[config.mk]
export PLATFORM = sky130hd
export DESIGN_NAME = uart_bus
export DESIGN_NICKNAME = d
export VERILOG_FILES = /design/src/rtl/uart_bus.sv
export SDC_FILE = /design/constraint.sdc
export NUM_CORES = 1
export LEC_CHECK = 0
export CAP_MARGIN = 20
export CORE_MARGIN = 8
export CORE_UTILIZATION = 61
export CTS_BUF_LIST = sky130_fd_sc_hd__clkbuf_8
export DETAILED_ROUTE_END_ITERATION = 10
export HOLD_SLACK_MARGIN = 0.03
export PLACE_DENSITY_LB_ADDON = 0.12
export SYNTH_ARGS = -nofsm -noshare
export SYNTH_HDL_FRONTEND = slang
export SYNTH_SLANG_ARGS = --single-unit
[constraint.sdc]
create_clock -name clock -period 7.9 [get_ports clock]
set_clock_uncertainty 0.15 [all_clocks]
set_input_delay 1.185 -clock clock [delete_from_list [all_inputs] [get_ports clock]]
set_output_delay 1.185 -clock clock [all_outputs]
set_load 0.005 [all_outputs]
[src/rtl/uart_bus.sv]
// Memory-mapped UART: 4-word register window, 8-entry TX FIFO feeding a
// serialiser on tx, and a single-byte receive holding register fed from rx.
// Read data is combinational on the bus address and zero when not selected.
module uart_bus #(
  parameter logic [29:0] BASE        = 30'h3FFF_FFF0,
  parameter int unsigned DIV_DEFAULT = 217,
  parameter int unsigned TX_DEPTH    = 8
) (
  input  logic        clock,
  input  logic        reset,
  input  logic [29:0] bus_addr,
  input  logic [31:0] bus_data_w,
  input  logic [3:0]  bus_mask_w,
  output logic [31:0] bus_data_r,
  output logic        tx,
  input  logic        rx,
  output logic        irq
);

  localparam int unsigned PTR_W = (TX_DEPTH > 1) ? $clog2(TX_DEPTH) : 1;
  localparam int unsigned CNT_W = PTR_W + 1;
  localparam logic [CNT_W-1:0] DEPTH_C = CNT_W'(TX_DEPTH);

  typedef enum logic [1:0] {TX_IDLE, TX_START, TX_DATA, TX_STOP} tx_state_e;
  typedef enum logic [1:0] {RX_IDLE, RX_START, RX_DATA, RX_STOP} rx_state_e;

  // Bus decode
  logic       sel;
  logic [1:0] reg_sel;
  logic       data_wr, stat_wr, div_lo_wr, div_hi_wr;

  assign sel       = (bus_addr[29:2] == BASE[29:2]);
  assign reg_sel   = bus_addr[1:0];
  assign data_wr   = sel & bus_mask_w[0] & (reg_sel == 2'd0);
  assign stat_wr   = sel & bus_mask_w[0] & (reg_sel == 2'd1);
  assign div_lo_wr = sel & bus_mask_w[0] & (reg_sel == 2'd2);
  assign div_hi_wr = sel & bus_mask_w[1] & (reg_sel == 2'd2);

  // Bits of the bus that no register field covers
  logic unused_bus;
  assign unused_bus = ^{bus_data_w[31:16], bus_mask_w[3:2]};

  // Divisor and derived bit periods (zero behaves as one)
  logic [15:0] div_q, div_d;
  logic [15:0] period, half_period;

  assign period      = (div_q == 16'd0) ? 16'd1 : div_q;
  assign half_period = ((period >> 1) == 16'd0) ? 16'd1 : (period >> 1);

  // FIFO control
  logic [7:0]       fifo_q [TX_DEPTH];
  logic [PTR_W-1:0] wptr_q, wptr_d, rptr_q, rptr_d;
  logic [CNT_W-1:0] count_q, count_d;
  logic             tx_full, push, pop, ovf_set;
  logic [7:0]       fifo_head;

  assign tx_full   = (count_q == DEPTH_C);
  assign push      = data_wr & ~tx_full;
  assign ovf_set   = data_wr & tx_full;
  assign fifo_head = fifo_q[rptr_q];

  // TX state
  tx_state_e   tx_state_q, tx_state_d;
  logic [15:0] tx_cnt_q, tx_cnt_d;
  logic [2:0]  tx_bit_q, tx_bit_d;
  logic [7:0]  tx_shift_q, tx_shift_d;
  logic        tx_q, tx_d;
  logic        tx_busy;

  // RX state
  logic        rx_s1_q, rx_s2_q, rx_prev_q;
  rx_state_e   rx_state_q, rx_state_d;
  logic [15:0] rx_cnt_q, rx_cnt_d;
  logic [2:0]  rx_bit_q, rx_bit_d;
  logic [7:0]  rx_shift_q, rx_shift_d;
  logic        rx_done, ferr_set;

  // Sticky flags and receive holding register
  logic [7:0] rx_data_q, rx_data_d;
  logic       rx_valid_q, rx_valid_d;
  logic       rx_ovr_q, rx_ovr_d;
  logic       tx_ovf_q, tx_ovf_d;
  logic       frame_err_q, frame_err_d;
  logic       clr_valid, clr_ovf, clr_ovr, clr_ferr;

  assign clr_valid = stat_wr & bus_data_w[2];
  assign clr_ovf   = stat_wr & bus_data_w[3];
  assign clr_ovr   = stat_wr & bus_data_w[4];
  assign clr_ferr  = stat_wr & bus_data_w[5];

  assign tx_busy = (tx_state_q != TX_IDLE) | (count_q != '0);
  assign tx      = tx_q;
  assign irq     = rx_valid_q;

  // Divisor next-state: each byte lane writes its half independently
  always_comb begin
    div_d = div_q;
    if (div_lo_wr) div_d[7:0]  = bus_data_w[7:0];
    if (div_hi_wr) div_d[15:8] = bus_data_w[15:8];
  end

  // FIFO pointer and occupancy next-state; push is refused whenever full
  always_comb begin
    wptr_d  = push ? wptr_q + PTR_W'(1) : wptr_q;
    rptr_d  = pop  ? rptr_q + PTR_W'(1) : rptr_q;
    count_d = count_q + CNT_W'(push) - CNT_W'(pop);
  end

  // FIFO storage, written only on an accepted push
  always_ff @(posedge clock) begin
    if (push) fifo_q[wptr_q] <= bus_data_w[7:0];
  end

  // TX next-state: every bit reloads the counter so a new divisor lands on a bit boundary
  always_comb begin
    tx_state_d = tx_state_q;
    tx_cnt_d   = tx_cnt_q;
    tx_bit_d   = tx_bit_q;
    tx_shift_d = tx_shift_q;
    tx_d       = tx_q;
    pop        = 1'b0;
    case (tx_state_q)
      TX_IDLE: begin
        tx_d = 1'b1;
        if (count_q != '0) begin
          pop        = 1'b1;
          tx_shift_d = fifo_head;
          tx_cnt_d   = period;
          tx_d       = 1'b0;
          tx_state_d = TX_START;
        end
      end
      TX_START: begin
        if (tx_cnt_q == 16'd1) begin
          tx_cnt_d   = period;
          tx_bit_d   = 3'd0;
          tx_d       = tx_shift_q[0];
          tx_shift_d = tx_shift_q >> 1;
          tx_state_d = TX_DATA;
        end else begin
          tx_cnt_d = tx_cnt_q - 16'd1;
        end
      end
      TX_DATA: begin
        if (tx_cnt_q == 16'd1) begin
          tx_cnt_d = period;
          if (tx_bit_q == 3'd7) begin
            tx_d       = 1'b1;
            tx_state_d = TX_STOP;
          end else begin
            tx_bit_d   = tx_bit_q + 3'd1;
            tx_d       = tx_shift_q[0];
            tx_shift_d = tx_shift_q >> 1;
          end
        end else begin
          tx_cnt_d = tx_cnt_q - 16'd1;
        end
      end
      TX_STOP: begin
        if (tx_cnt_q == 16'd1) begin
          if (count_q != '0) begin
            pop        = 1'b1;
            tx_shift_d = fifo_head;
            tx_cnt_d   = period;
            tx_d       = 1'b0;
            tx_state_d = TX_START;
          end else begin
            tx_state_d = TX_IDLE;
          end
        end else begin
          tx_cnt_d = tx_cnt_q - 16'd1;
        end
      end
      default: begin
        tx_d       = 1'b1;
        tx_state_d = TX_IDLE;
      end
    endcase
  end

  // RX next-state: wait half a period to the start-bit centre, then sample at full periods
  always_comb begin
    rx_state_d = rx_state_q;
    rx_cnt_d   = rx_cnt_q;
    rx_bit_d   = rx_bit_q;
    rx_shift_d = rx_shift_q;
    rx_done    = 1'b0;
    ferr_set   = 1'b0;
    case (rx_state_q)
      RX_IDLE: begin
        if (rx_prev_q & ~rx_s2_q) begin
          rx_cnt_d   = half_period;
          rx_state_d = RX_START;
        end
      end
      RX_START: begin
        if (rx_cnt_q == 16'd1) begin
          if (rx_s2_q) begin
            rx_state_d = RX_IDLE;
          end else begin
            rx_cnt_d   = period;
            rx_bit_d   = 3'd0;
            rx_state_d = RX_DATA;
          end
        end else begin
          rx_cnt_d = rx_cnt_q - 16'd1;
        end
      end
      RX_DATA: begin
        if (rx_cnt_q == 16'd1) begin
          rx_shift_d = {rx_s2_q, rx_shift_q[7:1]};
          rx_cnt_d   = period;
          if (rx_bit_q == 3'd7) begin
            rx_state_d = RX_STOP;
          end else begin
            rx_bit_d = rx_bit_q + 3'd1;
          end
        end else begin
          rx_cnt_d = rx_cnt_q - 16'd1;
        end
      end
      RX_STOP: begin
        if (rx_cnt_q == 16'd1) begin
          rx_done    = rx_s2_q;
          ferr_set   = ~rx_s2_q;
          rx_state_d = RX_IDLE;
        end else begin
          rx_cnt_d = rx_cnt_q - 16'd1;
        end
      end
      default: rx_state_d = RX_IDLE;
    endcase
  end

  // Flag next-state: a set event in the same cycle as its clear wins
  always_comb begin
    rx_data_d   = rx_done ? rx_shift_q : rx_data_q;
    rx_valid_d  = (rx_valid_q & ~clr_valid) | rx_done;
    rx_ovr_d    = (rx_ovr_q & ~clr_ovr) | (rx_done & rx_valid_q & ~clr_valid);
    tx_ovf_d    = (tx_ovf_q & ~clr_ovf) | ovf_set;
    frame_err_d = (frame_err_q & ~clr_ferr) | ferr_set;
  end

  // Control, flag and divisor registers
  always_ff @(posedge clock or negedge reset) begin
    if (!reset) begin
      div_q       <= 16'(DIV_DEFAULT);
      wptr_q      <= '0;
      rptr_q      <= '0;
      count_q     <= '0;
      rx_data_q   <= 8'd0;
      rx_valid_q  <= 1'b0;
      rx_ovr_q    <= 1'b0;
      tx_ovf_q    <= 1'b0;
      frame_err_q <= 1'b0;
    end else begin
      div_q       <= div_d;
      wptr_q      <= wptr_d;
      rptr_q      <= rptr_d;
      count_q     <= count_d;
      rx_data_q   <= rx_data_d;
      rx_valid_q  <= rx_valid_d;
      rx_ovr_q    <= rx_ovr_d;
      tx_ovf_q    <= tx_ovf_d;
      frame_err_q <= frame_err_d;
    end
  end

  // TX state register; line idles high
  always_ff @(posedge clock or negedge reset) begin
    if (!reset) begin
      tx_state_q <= TX_IDLE;
      tx_cnt_q   <= 16'd0;
      tx_bit_q   <= 3'd0;
      tx_shift_q <= 8'd0;
      tx_q       <= 1'b1;
    end else begin
      tx_state_q <= tx_state_d;
      tx_cnt_q   <= tx_cnt_d;
      tx_bit_q   <= tx_bit_d;
      tx_shift_q <= tx_shift_d;
      tx_q       <= tx_d;
    end
  end

  // RX synchroniser, edge history and state register
  always_ff @(posedge clock or negedge reset) begin
    if (!reset) begin
      rx_s1_q    <= 1'b1;
      rx_s2_q    <= 1'b1;
      rx_prev_q  <= 1'b1;
      rx_state_q <= RX_IDLE;
      rx_cnt_q   <= 16'd0;
      rx_bit_q   <= 3'd0;
      rx_shift_q <= 8'd0;
    end else begin
      rx_s1_q    <= rx;
      rx_s2_q    <= rx_s1_q;
      rx_prev_q  <= rx_s2_q;
      rx_state_q <= rx_state_d;
      rx_cnt_q   <= rx_cnt_d;
      rx_bit_q   <= rx_bit_d;
      rx_shift_q <= rx_shift_d;
    end
  end

  // Read mux: side-effect free, zero outside the window
  always_comb begin
    bus_data_r = 32'd0;
    if (sel) begin
      case (reg_sel)
        2'd0:    bus_data_r = {23'd0, rx_valid_q, rx_data_q};
        2'd1:    bus_data_r = {26'd0, frame_err_q, rx_ovr_q, tx_ovf_q,
                               rx_valid_q, tx_full, tx_busy};
        2'd2:    bus_data_r = {16'd0, div_q};
        default: bus_data_r = 32'd0;
      endcase
    end
  end

endmodule

==> results_dict.tcl <==
set metrics [dict create \
    path_common_cell "clkdlybuf4s50_1" \
    syn_inst 793 \
    routed_wl_um 19550 \
    setup.worst_path.class "in -> out" \
    cp.required_ps 6570 \
    syn_area_per_cell_um2 10.84 \
    num_vias 6369 \
    ir_worst_vdd_mv 0.1957 \
    post-route-util_pct 70.59 \
    drv_cap 0 \
    syn-cell-area_um2 8594 \
    drc 0 \
    grt_start_max_net_pins 77 \
    grt_pass1_wl_um 32200 \
    antenna_found_initial 0 \
    hold_path.class "reg -> reg" \
    rr_startpoint "tx_cnt_q[9]" \
    hold_depth 0 \
    ioPinCount 103 \
    rsz0062_at_grt "false" \
    setup_tns_ps 0 \
    track_usage_pct 22.32 \
    drt.antenna.violating_nets 0 \
    drive_above_1_share_pct 11.91 \
    fin_nets 948 \
    clk_pin_slew_ps 80 \
    tritoncts "yes" \
    grt_overflow 0 \
    clockBufferDepth 2 \
    critPathLaunchType "input pin" \
    critPathBufInv 2 \
    start_util_pct 62.16 \
    synth_cell_type_count 72 \
    place_hpwl_um 13850 \
    setup_violations 0 \
    synthFlopType "dfrtp_1" \
    core_um2 13830 \
    synth_edf_count 64 \
    reg2reg_slack_ps 4280 \
    critPathMaxFanout 11 \
    area_growth_pct 13.57 \
    h-tree-depth 4 \
    hold_violations 0 \
    globalplace.congestion 0.8990 \
    worst_ep_arrival_time_ps 3960 \
    port_buffers 68 \
    num_rows 43 \
    worstReg2RegEnd "count_q[3]" \
    end_kind "output port" \
    first_iter_violations 626 \
    dieArea_um2 18140 \
    min_period_ps 5297 \
    drtPass1Iterations 5 \
    async_reset_ff_share_pct 60.98 \
    numCtsBuffers 17 \
    worst-r2r-cell-count 10 \
    cpPeakStageDelay_ps 910 \
    die_w_um 134.7 \
    holdPathEnd "rx_s2_q" \
    ys_warn_count 0 \
    clock-root-buffer "clkbuf_8" \
    clock_latency_ps 450 \
    p_leak_nw 3.955 \
    slew_headroom_pct 33.87 \
    whs_ps 217.6 \
    viasPerCell 6.095 \
    hp-start "rx_s1_q" \
    post_cts_buffers 0 \
    powerDensity_nw_per_um2 224.1 \
    wl_per_cell_um 18.71 \
    diodes 0 \
    fin_crit_sh_pct 67.04 \
    startpoint "bus_addr[8]" \
    status "finished clean" \
    clock_sink_count 164 \
    cts_resized 0 \
    clock.fmax_mhz 188.8 \
    ys_ff_latch 164 \
    critical_path.cell_chain "clkdlybuf4s50_1, nand4_1, nor4_1, nand3_1, nor3b_1, and2_1, clkdlybuf4s50_1" \
    synth-seq-area-share_pct 51.61 \
    crit_family "simple AND/OR/NAND/NOR gates" \
    cp_slowest_cell "nor3b_1" \
    grt_pass1_vias 6431 \
    worstMarginPinSlew_ps 989.8 \
    die_h_um 134.7 \
    hold_buffers 0 \
    drv_slew 0 \
]
-- cells in the final DEF (no fill, tap or decap), drive strengths merged, types with 9 or more instances in the layout --
cell type	n
a221o	9
and2	11
nand4	10
xnor2	18
o21ai	44
nand2b	9
mux4	16
dfrtp	91
clkbuf	18
ha	26
nand2	86
nor4	9
nor3	29
nand3	11
xor2	10
nor2	84
dfstp	9
mux2i	24
clkdlybuf4s50	67
mux2	27
conb	16
inv	30
edfxtp	64
a21oi	46
-- cell families (layout without fill, tap and decap cells) --
logic type,after synthesis,in the layout,synth area share (%)
multiplexers,67,67,10.53
buffers and inverters,73,130,4.033
adder cells (fa/ha/maj),27,27,4.018
flip-flops,164,164,51.61
XOR/XNOR,28,28,2.853
AO/OA/AOI/OAI,155,155,11.44
AND/OR/NAND/NOR,278,278,15.48
other,1,16,0.04363
-- power breakdown --
part | internal [mW] | switching (mW)
combinational | 0.224 | 0.340
sequential | 0.947 | 0.0621
clock | 0.295 | 0.320
total | 1.47 | 0.721
-- final cells by class --
| cell class | instances | area (um^2) |
|---|---|---|
| multi-input cells | 571 | 3869 |
| clock inverters | 14 | 152.6 |
| flip-flops and latches | 164 | 4436 |
| inverters | 24 | 90.09 |
| repair buffers | 74 | 740.7 |
| well taps | 180 | 225.2 |
| fillers | 1016 | 4066 |
| clock buffers | 18 | 247.7 |
-- flip-flops by register name, summed over array words and instances (netlist names), 2 cells and up, named ones only --
register    count
tx_shift_q      8
rx_cnt_q       16
wptr_q          3
tx_bit_q        3
rx_bit_q        3
rx_shift_q      8
fifo_q         64
tx_cnt_q       16
div_q          16
rx_data_q       8
rptr_q          3
count_q         4
tx_state_q      2
-- how the worst max path moves through the flow --
stage,cells after the start,to
3_3_place_gp,7,bus_data_r[12]
5_1_grt,7,bus_data_r[11]
4_1_cts,7,bus_data_r[9]
6_report,7,bus_data_r[9]
3_5_place_dp,7,bus_data_r[9]
2_1_floorplan,5,bus_data_r[10]
-- metrics by stage --
step	total power [mW]	cell area (um^2)	cells	worst slack [ps]
2_1_floorplan	1.420	8651	808	4195
3_3_place_gp	1.552	9328	1011	2700
3_5_place_dp	1.578	9333	1012	2601
4_1_cts	2.188	9733	1044	2594
5_1_grt	2.300	9761	1045	2298
6_report	2.187	9761	1045	2604
-- cell usage after synthesis (18+ instances only) --
| library cell | n | area, um^2 |
|---|---|---|
| a21oi_1 | 45 | 225.2 |
| clkbuf_1 | 23 | 86.33 |
| dfrtp_1 | 91 | 2277 |
| edfxtp_1 | 64 | 1922 |
| ha_1 | 26 | 325.3 |
| inv_1 | 23 | 86.33 |
| mux2_2 | 26 | 292.8 |
| mux2i_1 | 24 | 240.2 |
| nand2_1 | 86 | 322.8 |
| nor2_1 | 82 | 307.8 |
| nor3_1 | 28 | 140.1 |
| o21ai_0 | 43 | 215.2 |
| xnor2_1 | 18 | 157.7 |
-- per-layer routing --
layer | track usage (%) | vias up | wire (um)
li1 | - | 2974 | -
met1 | 29.51 | 3114 | 8486
met2 | 35.44 | 247 | 9373
met3 | 4.941 | 34 | 1385
met4 | 8.047 | 0 | 310
met5 | 0 | - | 0
Note: power is estimated with default switching activity, not from simulation.
